[src/rtl/button_press_classifier.sv]
// Classifies a debounced button level into press / short / long / auto-repeat pulses plus a held level.
// Optional auto-repeat is enabled by defining BTN_AUTOREPEAT_EN; the repeat output is named repeat_pulse because repeat is a keyword.
module button_press_classifier #(
    parameter int LONG_CYCLES   = 50000000,
    parameter int REPEAT_CYCLES = 10000000,
    parameter int CNT_W         = 26
) (
    input  logic       clock,
    input  logic       reset_n,
    input  logic       clean,
    output logic       press,
    output logic       short_press,
    output logic       long_press,
    output logic       repeat_pulse,
    output logic       held,
    output logic [1:0] state_dbg
);

    typedef enum logic [1:0] {
        IDLE    = 2'd0,
        PRESSED = 2'd1,
        LONG    = 2'd2
    } state_t;

    generate
        if (LONG_CYCLES < 2 || LONG_CYCLES >= (1 << CNT_W)) begin : g_bad_long
            $error("LONG_CYCLES must be >= 2 and below 2**CNT_W");
        end
        if (REPEAT_CYCLES < 1 || REPEAT_CYCLES >= (1 << CNT_W)) begin : g_bad_repeat
            $error("REPEAT_CYCLES must be >= 1 and below 2**CNT_W");
        end
    endgenerate

    // Comparing against threshold-1 is the same as cnt+1 == threshold without an overflow bit.
    localparam logic [CNT_W-1:0] LONG_LAST = CNT_W'(LONG_CYCLES - 1);

    state_t           state;
    logic             prev;
    logic [CNT_W-1:0] cnt;
    logic             rpt_q;

`ifdef BTN_AUTOREPEAT_EN
    localparam logic [CNT_W-1:0] REPEAT_LAST = CNT_W'(REPEAT_CYCLES - 1);
`endif

    always_ff @(posedge clock or negedge reset_n) begin
        if (!reset_n) begin
            state       <= IDLE;
            cnt         <= '0;
            prev        <= 1'b1;
            press       <= 1'b0;
            short_press <= 1'b0;
            long_press  <= 1'b0;
            rpt_q       <= 1'b0;
            held        <= 1'b0;
        end else begin
            prev        <= clean;
            press       <= 1'b0;
            short_press <= 1'b0;
            long_press  <= 1'b0;
            rpt_q       <= 1'b0;
            case (state)
                IDLE: begin
                    if (clean && !prev) begin
                        state <= PRESSED;
                        press <= 1'b1;
                        held  <= 1'b1;
                        cnt   <= CNT_W'(1);
                    end
                end
                PRESSED: begin
                    // Release is tested first so a release on the threshold sample is a short press.
                    if (!clean) begin
                        state       <= IDLE;
                        short_press <= 1'b1;
                        held        <= 1'b0;
                        cnt         <= '0;
                    end else if (cnt == LONG_LAST) begin
                        state      <= LONG;
                        long_press <= 1'b1;
                        cnt        <= '0;
                    end else begin
                        cnt <= cnt + CNT_W'(1);
                    end
                end
                LONG: begin
                    if (!clean) begin
                        state <= IDLE;
                        held  <= 1'b0;
                        cnt   <= '0;
                    end else begin
`ifdef BTN_AUTOREPEAT_EN
                        if (cnt == REPEAT_LAST) begin
                            rpt_q <= 1'b1;
                            cnt   <= '0;
                        end else begin
                            cnt <= cnt + CNT_W'(1);
                        end
`else
                        cnt <= '0;
`endif
                    end
                end
                default: begin
                    state <= IDLE;
                    held  <= 1'b0;
                    cnt   <= '0;
                end
            endcase
        end
    end

`ifdef BTN_AUTOREPEAT_EN
    assign repeat_pulse = rpt_q;
`else
    assign repeat_pulse = 1'b0;
`endif

    assign state_dbg = state;

endmodule

[config.mk]
export PLATFORM = sky130hd
export DESIGN_NAME = button_press_classifier
export DESIGN_NICKNAME = d
export VERILOG_FILES = /design/src/rtl/button_press_classifier.sv
export SDC_FILE = /design/constraint.sdc
export NUM_CORES = 1
export LEC_CHECK = 0
export CAP_MARGIN = 20
export CELL_PAD_IN_SITES_DETAIL_PLACEMENT = 0
export CELL_PAD_IN_SITES_GLOBAL_PLACEMENT = 1
export CORE_AREA = 4 4 66 68
export DETAILED_ROUTE_END_ITERATION = 6
export DIE_AREA = 0 0 70 72
export DONT_BUFFER_PORTS = 1
export GPL_ROUTABILITY_DRIVEN = 0
export MAX_ROUTING_LAYER = met4
export PLACE_DENSITY = 0.84
export SYNTH_ARGS = -nofsm -noshare
export SYNTH_HDL_FRONTEND = slang
export SYNTH_SLANG_ARGS = --single-unit
[constraint.sdc]
create_clock -name clock -period 4.5 [get_ports clock]
set_input_delay 0.9 -clock clock [delete_from_list [all_inputs] [get_ports clock]]
set_output_delay 0.9 -clock clock [all_outputs]
set_load 0.02 [all_outputs]
Yosys cells after proc, flatten, opt, wreduce, memory -nomap -nowiden
Cells that the tools add are included.

operators by class
  $add $sub $neg = 1
  eq/ne operators = 7
  multiplexer cells = 19
  reduce and logical (&&, ||, !) cells = 6

operators with widths
  operator                                                                number
  26-bit 2-to-1 mux                                                       3
  26-bit one-hot mux with 2 select lines                                  1
  26-bit by 1-bit adder with 26-bit output (second input constant)        1
  26-bit equality test (second input constant)                            1
  1-bit 2-to-1 mux                                                        9
  2-bit 2-to-1 mux                                                        4
  2-bit != test (second input constant)                                   3
  2-bit one-hot mux with 3 select lines                                   1
  3-bit != test (second input constant)                                   1
  3-bit AND reduction                                                     1
  2-bit by 1-bit equality test with 1-bit output (second input constant)  1
  2-bit equality test (second input constant)                             1
  2-bit logical NOT                                                       1
  1-bit one-hot mux with 2 select lines                                   1
  2-bit AND reduction                                                     1
  2-bit OR reduction                                                      1
  1-bit logical AND                                                       1
  1-bit logical NOT                                                       1

storage, ports and cells
  register bits after elaboration = 33
  input bits = 3
  output and inout port bits = 7
  logic and storage cells = 40

Logic depth before layout (Yosys ltp)
Gate-level depths: netlist of run 1.

  depth after elaboration = 4
  mapped depth = 9
  depth with buffers taken out = 7

Worst setup path before layout of run 1
No wires, ideal clock.

  path kind = reg-to-reg
  start point = reg cnt[16]
  end point = reg state[0], in the netlist state_dbg[0]
  library setup time = 128 ps
  arrival time = 2257 ps
  required time = 4372 ps
  setup slack = 2115 ps
  stages on the path, launching flop included = 6
  path buffers = 0
  clock period less this slack = 2385 ps
  cell sequence = dfrtp_1 -> or2_1 -> or4_4 -> o41a_1 -> or3_1 -> mux2_1

on the way
  longest elaborated chain between the ends = 3

ends and longest elaborated chain
  item                                  line  source
  start: declaration                    39    logic [CNT_W-1:0] cnt;
  start signal: assignment              83    cnt <= cnt + CNT_W'(1);
  26-bit equality test                  78    end else if (cnt == LONG_LAST) begin
  3-bit != test (no source line)        --
  3-bit AND reduction (no source line)  --
  end signal: assignment                74    state <= IDLE;
  end signal: assignment                79    state <= LONG;
  end signal: assignment                88    state <= IDLE;
  end: declaration                      37    state_t state;

No other way between the ends.
A chain may end at the register's enable or synchronous reset.

Worst setup path in the final report of run 1
  start point = reg cnt[13]
  end point = reg cnt[4]

on the way
  longest elaborated chain between the ends = 4

ends and longest elaborated chain
  item                                    line  source
  26-bit equality test                    78
  26-bit 2-to-1 mux                       78
  26-bit 2-to-1 mux                       73    if (!clean) begin
  26-bit one-hot mux with 2 select lines  62    case (state)

No other way between the ends.

==> results.tsv, run 1 <==
stage	metric	value	unit
run_status	status	completed	
detailed_routing	first_iter_violations	145	
logic_synthesis	synth_area	0.00187	mm^2
pwr	seqPwrFrac	0.411	
cts	cts_num_sinks	33	
grt	grt_max_degree	34	
logic_synthesis	syn_nets	222	
floorplanning	fp-row-count	23	
grt	antenna_found_initial	0	
worst_setup_path	slowest_stage	o41ai_2	
worst_setup_path	critPathMaxFanout	10	
grt	grt_pass1_vias	1614	
logic_synthesis	synth-edff-count	0	
logic_synthesis	ys_ff_latch	33	
cts	cts_tree	done	
logic_synthesis	yosysSeqAreaShare	0.442	
detailed_routing	ant_nets	0	
logic_synthesis	ys_top_cells_by_count	dfrtp_1 (32), a31oi_1 (25), nand2_1 (22)	
logic_synthesis	synth_cell_types	39	
cells_and_area	drive_above_1_share	0.0648	
timing	finalCriticalPeriod	2.83	ns
pwr	switching_share	0.348	
floorplanning	start_util	0.485	
cells_and_area	multi_input_area	972	um^2
pwr	vdd_ir_drop_max	0.156	mV
timing	period_share	0.629	
timing	max_freq	0.353	GHz
cts	cts_resized	0	
logic_synthesis	synth_largest_area_cell	dfrtp_1	
pwr	power.switching	309	uW
worst_setup_path	critPathMaxStageDelay	0.91	ns
placement	io_buffers	0	
floorplanning	die_area	0.00504	mm^2
detailed_routing	wl	4400	um
detailed_routing	vias_per_cell	6.35	
grt	grt_pass1_wl	7600	um
floorplanning	ios	10	
placement	dp.cells	257	
worst_setup_path	cp-startpoint	cnt[13]	
logic_synthesis	ys_top_cells_by_area	dfrtp_1 (43%), a31oi_1 (8.4%), o21ai_0 (5.4%)	
logic_synthesis	avgSynthCellArea	8.70	um^2
grt	grt_overflow_total	0	
timing	slew_viol_final	0	
cts	numCtsBuffers	5	
worst_setup_path	arrival	3.00	ns
placement	dp_hpwl	3000	um
detailed_routing	vias	1689	
timing	setup_violations	0	
detailed_routing	drc	0	
cells_and_area	utilization	0.529	
grt	grt_use_total	0.192	
worst_setup_path	cp.required	4.67	ns
logic_synthesis	synth_top_area_share	0.428	
pwr	power	889	uW
cts	cts.clk_slew.worst_paths	0.07	ns
worst_setup_path	start_kind	flop	
cells_and_area	nNetsFinal	222	
cells_and_area	seqCellArea	827	um^2
cells_and_area	stdcell_count	266	
min_path	holdCritPathClass	primary input to asynchronous set/reset pin	
logic_synthesis	ys.flop_type	dfrtp_1	
timing	relSlewSlack	0.355	
pwr	clockPowerShare	0.326	
floorplanning	dieHeight	72	um
timing	tightest_slew	0.958	ns
worst_setup_path	worstPathCellList	nand4_1 -> or4_4 -> o41ai_2 -> nor2_1 -> a22o_1	
cells_and_area	fillers	370	
cts	clock-root-buffer	clkbuf_8	
cells_and_area	n_antenna_cell	0	
flow_run	maxCapViolCount	0	
detailed_routing	first_pass_iters	5	
cts	clkLatencyLatePin	0.28	ns
cells_and_area	synthToLayoutAreaGrowth	8.96	%
pwr	combPwrFrac	0.263	
timing	skew	0.00479	ns
cts	clock_path_buffers	2	
timing	fin_tns_setup	0	ns
pwr	power_density	436	mW/mm^2
worst_setup_path	reg2reg_from	cnt[13]	
logic_synthesis	yosysMostFrequentCell	dfrtp_1	
logic_synthesis	synthCells	215	
timing	hold_viol	0	
detailed_routing	wire_per_inst	16.5	um
cts	htree_levels	2	
floorplanning	die_w	70	um
timing	rsz0062_at_grt	false	
worst_setup_path	criticalPathCategory	flop to flop	
worst_setup_path	crit_path_end_kind	flop	
logic_synthesis	yosysWarningCount	0	
pwr	p_leak	0.000811	uW
floorplanning	core_area	0.00386	mm^2
logic_synthesis	async_flop_share	1.00	
cts	cts_hold_buf	0	
cts	postCtsSetupBuffers	0	
pwr	p_int	580	uW
-- cell type report --
cell class	instances	share of cell area
timing repair buffer	2	0.0110
sequential	33	0.406
multi-input combinational	163	0.477
clock buffer	7	0.0424
inverter	10	0.0184
clock inverter	1	0.0147
tap	50	0.0307
-- kinds of logic after synthesis --
kind of cell / share of synthesized area
compound gates: 0.230
fa+ha+maj: 0.0268
buf+inv: 0.0401
flops: 0.442
mux: 0.00602
other cells: 0.00200
simple gates: 0.253
-- flip-flops by register name, summed over array words and instances, names as in the netlist --
signal       flops
held             1
long_press       1
short_press      1
state_dbg        2
cnt             26
press            1
prev             1
-- worst max-delay path: cells and delay by family (launching register included) --
| family | cells | cell delay [ns] |
|---|---|---|
| AOI/OAI and AO/OA | 2 | 1.19 |
| DFF | 1 | 0.46 |
| and+or+nand+nor | 3 | 1.07 |
-- layer usage --
metal	global-route usage	wire (um)
met5	-	0
met4	0.0787	72
met3	0.0471	276
met2	0.294	2130
met1	0.246	1920
-- stage by stage --
stage | cell area, um^2 | hold slack, ns | worst slack (ns)
5_1_grt | 2040 | 0.287 | 1.45
3_3_place_gp | 1910 | 0.481 | 1.56
3_5_place_dp | 1910 | 0.478 | 1.50
4_1_cts | 2020 | 0.300 | 1.48
6_report | 2040 | 0.303 | 1.67
2_1_floorplan | 1870 | 0.444 | 2.12
-- power groups by stage --
stage	logic (uW)	registers, uW	clock network, uW
finish	234	365	290
global route	269	368	309
CTS	229	365	292
detailed placement	228	371	0
global placement	221	368	0
floorplan	177	361	0
-- final timing paths --
kind                                to  slack, ns  cells after the start
max                             cnt[4]       1.67                      5
min                        short_press       0.30                      0
max reg2reg                     cnt[4]       1.67                      5
min reg2reg                     cnt[6]       0.49                      1
max in group asynchronous         prev       4.02                      0
min in group clock              cnt[6]       0.49                      1
-- layout by cell type, fill, tap and decap left out, types with 2 or more instances in the layout --
master / n
a21oi_1: 7
a22o_1: 4
a31oi_1: 25
and3_1: 4
and4_1: 3
clkbuf_8: 6
dfrtp_1: 32
ha_1: 4
inv_1: 10
nand2_1: 22
nand2b_1: 5
nand3_1: 6
nand4_1: 9
nor2_1: 15
nor2b_1: 2
nor3_1: 5
nor4_1: 5
o21a_1: 2
o21ai_0: 20
o31ai_1: 2
or3_1: 2
or4_1: 6
(Power assumes the default switching activity.)
==> run 2: changes to the inputs <==
CORE_AREA = 4 4 68 70   (was 4 4 66 68)
DIE_AREA = 0 0 72 74   (was 0 0 70 72)
PLACE_DENSITY = 0.8   (was 0.84)
clock period = 2.85 ns   (was 4.5 ns; I/O delays follow)
==> run 2 against run 1 <==
  * Maximum frequency is 14% higher
  * Critical endpoint is now state_dbg[0]
  * Sequential share of layout area shrank 0.66 points
  * Hold slack got worse by 0.20 ns
  * Sequential power increased by 58%
  * Final area increased by 1.7%
  * Cell count increased by 1.5%
  * Largest power group unchanged
  * Count of clock-buffer cells in the layout is 2 lower
  * Clock skew rose by 0.0062 ns
  * Combinational power increased by 65%
  * Non-clock buffer count up 4
  * Clock power grew 52%
==> results.tsv, run 2 (synthesis gave the netlist of run 1 again) <==
stage	metric	value	unit	change
timing	period_share	0.868		was 0.629
pwr	combPwrFrac	0.275		was 0.263
detailed_routing	first_pass_iters	4		was 5
grt	antenna_found_initial	0		unchanged
cts	htree_levels	2		unchanged
timing	max_freq	0.404	GHz	was 0.353 GHz
cts	clock_path_buffers	2		unchanged
cts	cts_num_sinks	33		unchanged
grt	grt_pass1_vias	1543		was 1614
timing	relSlewSlack	0.606		was 0.355
pwr	p_leak	0.000829	uW	was 0.000811 uW
pwr	seqPwrFrac	0.410		was 0.411
cts	clock-root-buffer	clkbuf_8		unchanged
cells_and_area	layout_commonest_cell	dfrtp_1		unchanged
pwr	power_density	676	mW/mm^2	was 436 mW/mm^2
cells_and_area	top_register	cnt		unchanged
worst_setup_path	cp.required	3.02	ns	was 4.67 ns
pwr	power.switching	500	uW	was 309 uW
detailed_routing	wire_per_inst	16.3	um	was 16.5 um
floorplanning	ios	10		unchanged
detailed_routing	vias_per_cell	6.15		was 6.35
detailed_routing	first_iter_violations	171		was 145
timing	rsz0062_at_grt	false		unchanged
pwr	power	1400	uW	was 889 uW
worst_setup_path	criticalPathCategory	flop to flop		unchanged
floorplanning	start_util	0.471		was 0.485
grt	grt_overflow_total	0		unchanged
worst_setup_path	arrival	2.64	ns	was 3.00 ns
cts	cts_tree	done		unchanged
grt	grt_max_degree	33		was 34
cts	cts_resized	0		unchanged
timing	skew	0.0110	ns	was 0.00479 ns
detailed_routing	drc	0		unchanged
timing	tightest_slew	0.586	ns	was 0.958 ns
timing	fin_tns_setup	0	ns	unchanged
detailed_routing	vias	1660		was 1689
min_path	holdCritPathClass	primary input to asynchronous set/reset pin		unchanged
pwr	clockPowerShare	0.314		was 0.326
worst_setup_path	start_kind	flop		unchanged
placement	dp_hpwl	3100	um	was 3000 um
cts	numCtsBuffers	5		unchanged
cells_and_area	largest_reg_flops	26		unchanged
detailed_routing	wl	4410	um	was 4400 um
timing	setup_violations	0		unchanged
timing	slew_viol_final	0		unchanged
pwr	vdd_ir_drop_max	0.272	mV	was 0.156 mV
pwr	switching_share	0.357		was 0.348
flow_run	maxCapViolCount	0		unchanged
detailed_routing	ant_nets	0		unchanged
grt	grt_use_total	0.190		was 0.192
floorplanning	fp-row-count	23		unchanged
cts	cts.clk_slew.worst_paths	0.08	ns	was 0.07 ns
cells_and_area	n_antenna_cell	0		unchanged
timing	finalCriticalPeriod	2.48	ns	was 2.83 ns
cells_and_area	nNetsFinal	226		was 222
floorplanning	dieHeight	74	um	was 72 um
timing	hold_viol	0		unchanged
grt	grt_pass1_wl	7580	um	was 7600 um
pwr	p_int	900	uW	was 580 uW
timing	setup_slack	0.375	ns	was 1.67 ns
floorplanning	die_area	0.00533	mm^2	was 0.00504 mm^2
run_status	status	completed		unchanged
worst_setup_path	crit_path_end_kind	flop		unchanged
cts	clkLatencyLatePin	0.29	ns	was 0.28 ns
cells_and_area	drive_above_1_share	0.0864		was 0.0648
worst_setup_path	critPathMaxFanout	7		was 10
cells_and_area	most-common-layout-cells	dfrtp_1 (32), a31oi_1 (25), nand2_1 (22)		unchanged
cells_and_area	synthToLayoutAreaGrowth	10.8	%	was 8.96%
placement	pre_cts_ws	0.398	ns	was 1.50 ns
floorplanning	die_w	72	um	was 70 um
floorplanning	core_area	0.00397	mm^2	was 0.00386 mm^2
placement	io_buffers	0		unchanged
==> run 2: changes by cell type in the layout (fill, tap and decap cells not counted), sizes merged <==
| cell | previous run | this run |
|---|---|---|
| clkbuf | 7 | 5 |
| clkinvlp | 0 | 1 |
| buf | 2 | 6 |
| clkinv | 0 | 1 |
==> run 2: worst max-delay path, stage by stage, from the launching register on <==
cell	delay, ns
dfrtp_1	0.46
nand4_1	0.18
or4_4	0.59
o41a_1	0.45
or3_1	0.36
mux2_1	0.31
==> run 2: final cells by class <==
cell class / instances / area [um^2]
clock buffer: 5 / 68.8
clock inverter: 3 / 46.3
fill: 390 / 1900
inverter: 10 / 37.5
multi-input combinational: 163 / 972
sequential: 33 / 827
tap: 50 / 62.6
timing repair buffer: 6 / 57.6
==> run 2: final timing paths <==
kind / start / end / slack, ns / cells after the start
min reg2reg: cnt[6] / cnt[6] / 0.50 / 1
max: cnt[15] / state_dbg[0] / 0.37 / 5
min: reset_n / cnt[1] / 0.10 / 1
max reg2reg: cnt[15] / state_dbg[0] / 0.37 / 5
min in group clock: clean / prev / 0.27 / 0
max in group asynchronous: reset_n / cnt[16] / 2.57 / 1
==> run 2: through the flow <==
step	cells	hold slack [ns]	util	cell area, um^2
after floorplan	215	0.274	-	1870
after global placement	261	0.275	0.488	1940
after detailed placement	261	0.275	0.488	1940
after CTS	270	0.103	0.522	2070
after global routing	270	0.0954	0.522	2070
final	270	0.102	0.522	2070
==> run 2: what timing repair did <==
item,4_1_cts,5_1_grt
hold endpoints to repair,32,0
setup endpoints to repair,0,0
setup buffers,0,0
hold buffers,1,0
==> run 2: routing by layer <==
metal	global-route usage	up-vias	routed length, um
met1	0.249	802	2110
met2	0.293	36	2050
li1	-	818	-
met4	0.0564	0	49
met5	-	-	0
met3	0.0459	4	195
==> run 2: power groups by stage <==
stage / Clock [uW] / Sequential [uW] / Combinational (uW)
2_1_floorplan: 0 / 571 / 280
3_3_place_gp: 0 / 581 / 360
3_5_place_dp: 0 / 585 / 371
4_1_cts: 449 / 576 / 384
5_1_grt: 468 / 581 / 440
6_report: 440 / 575 / 386
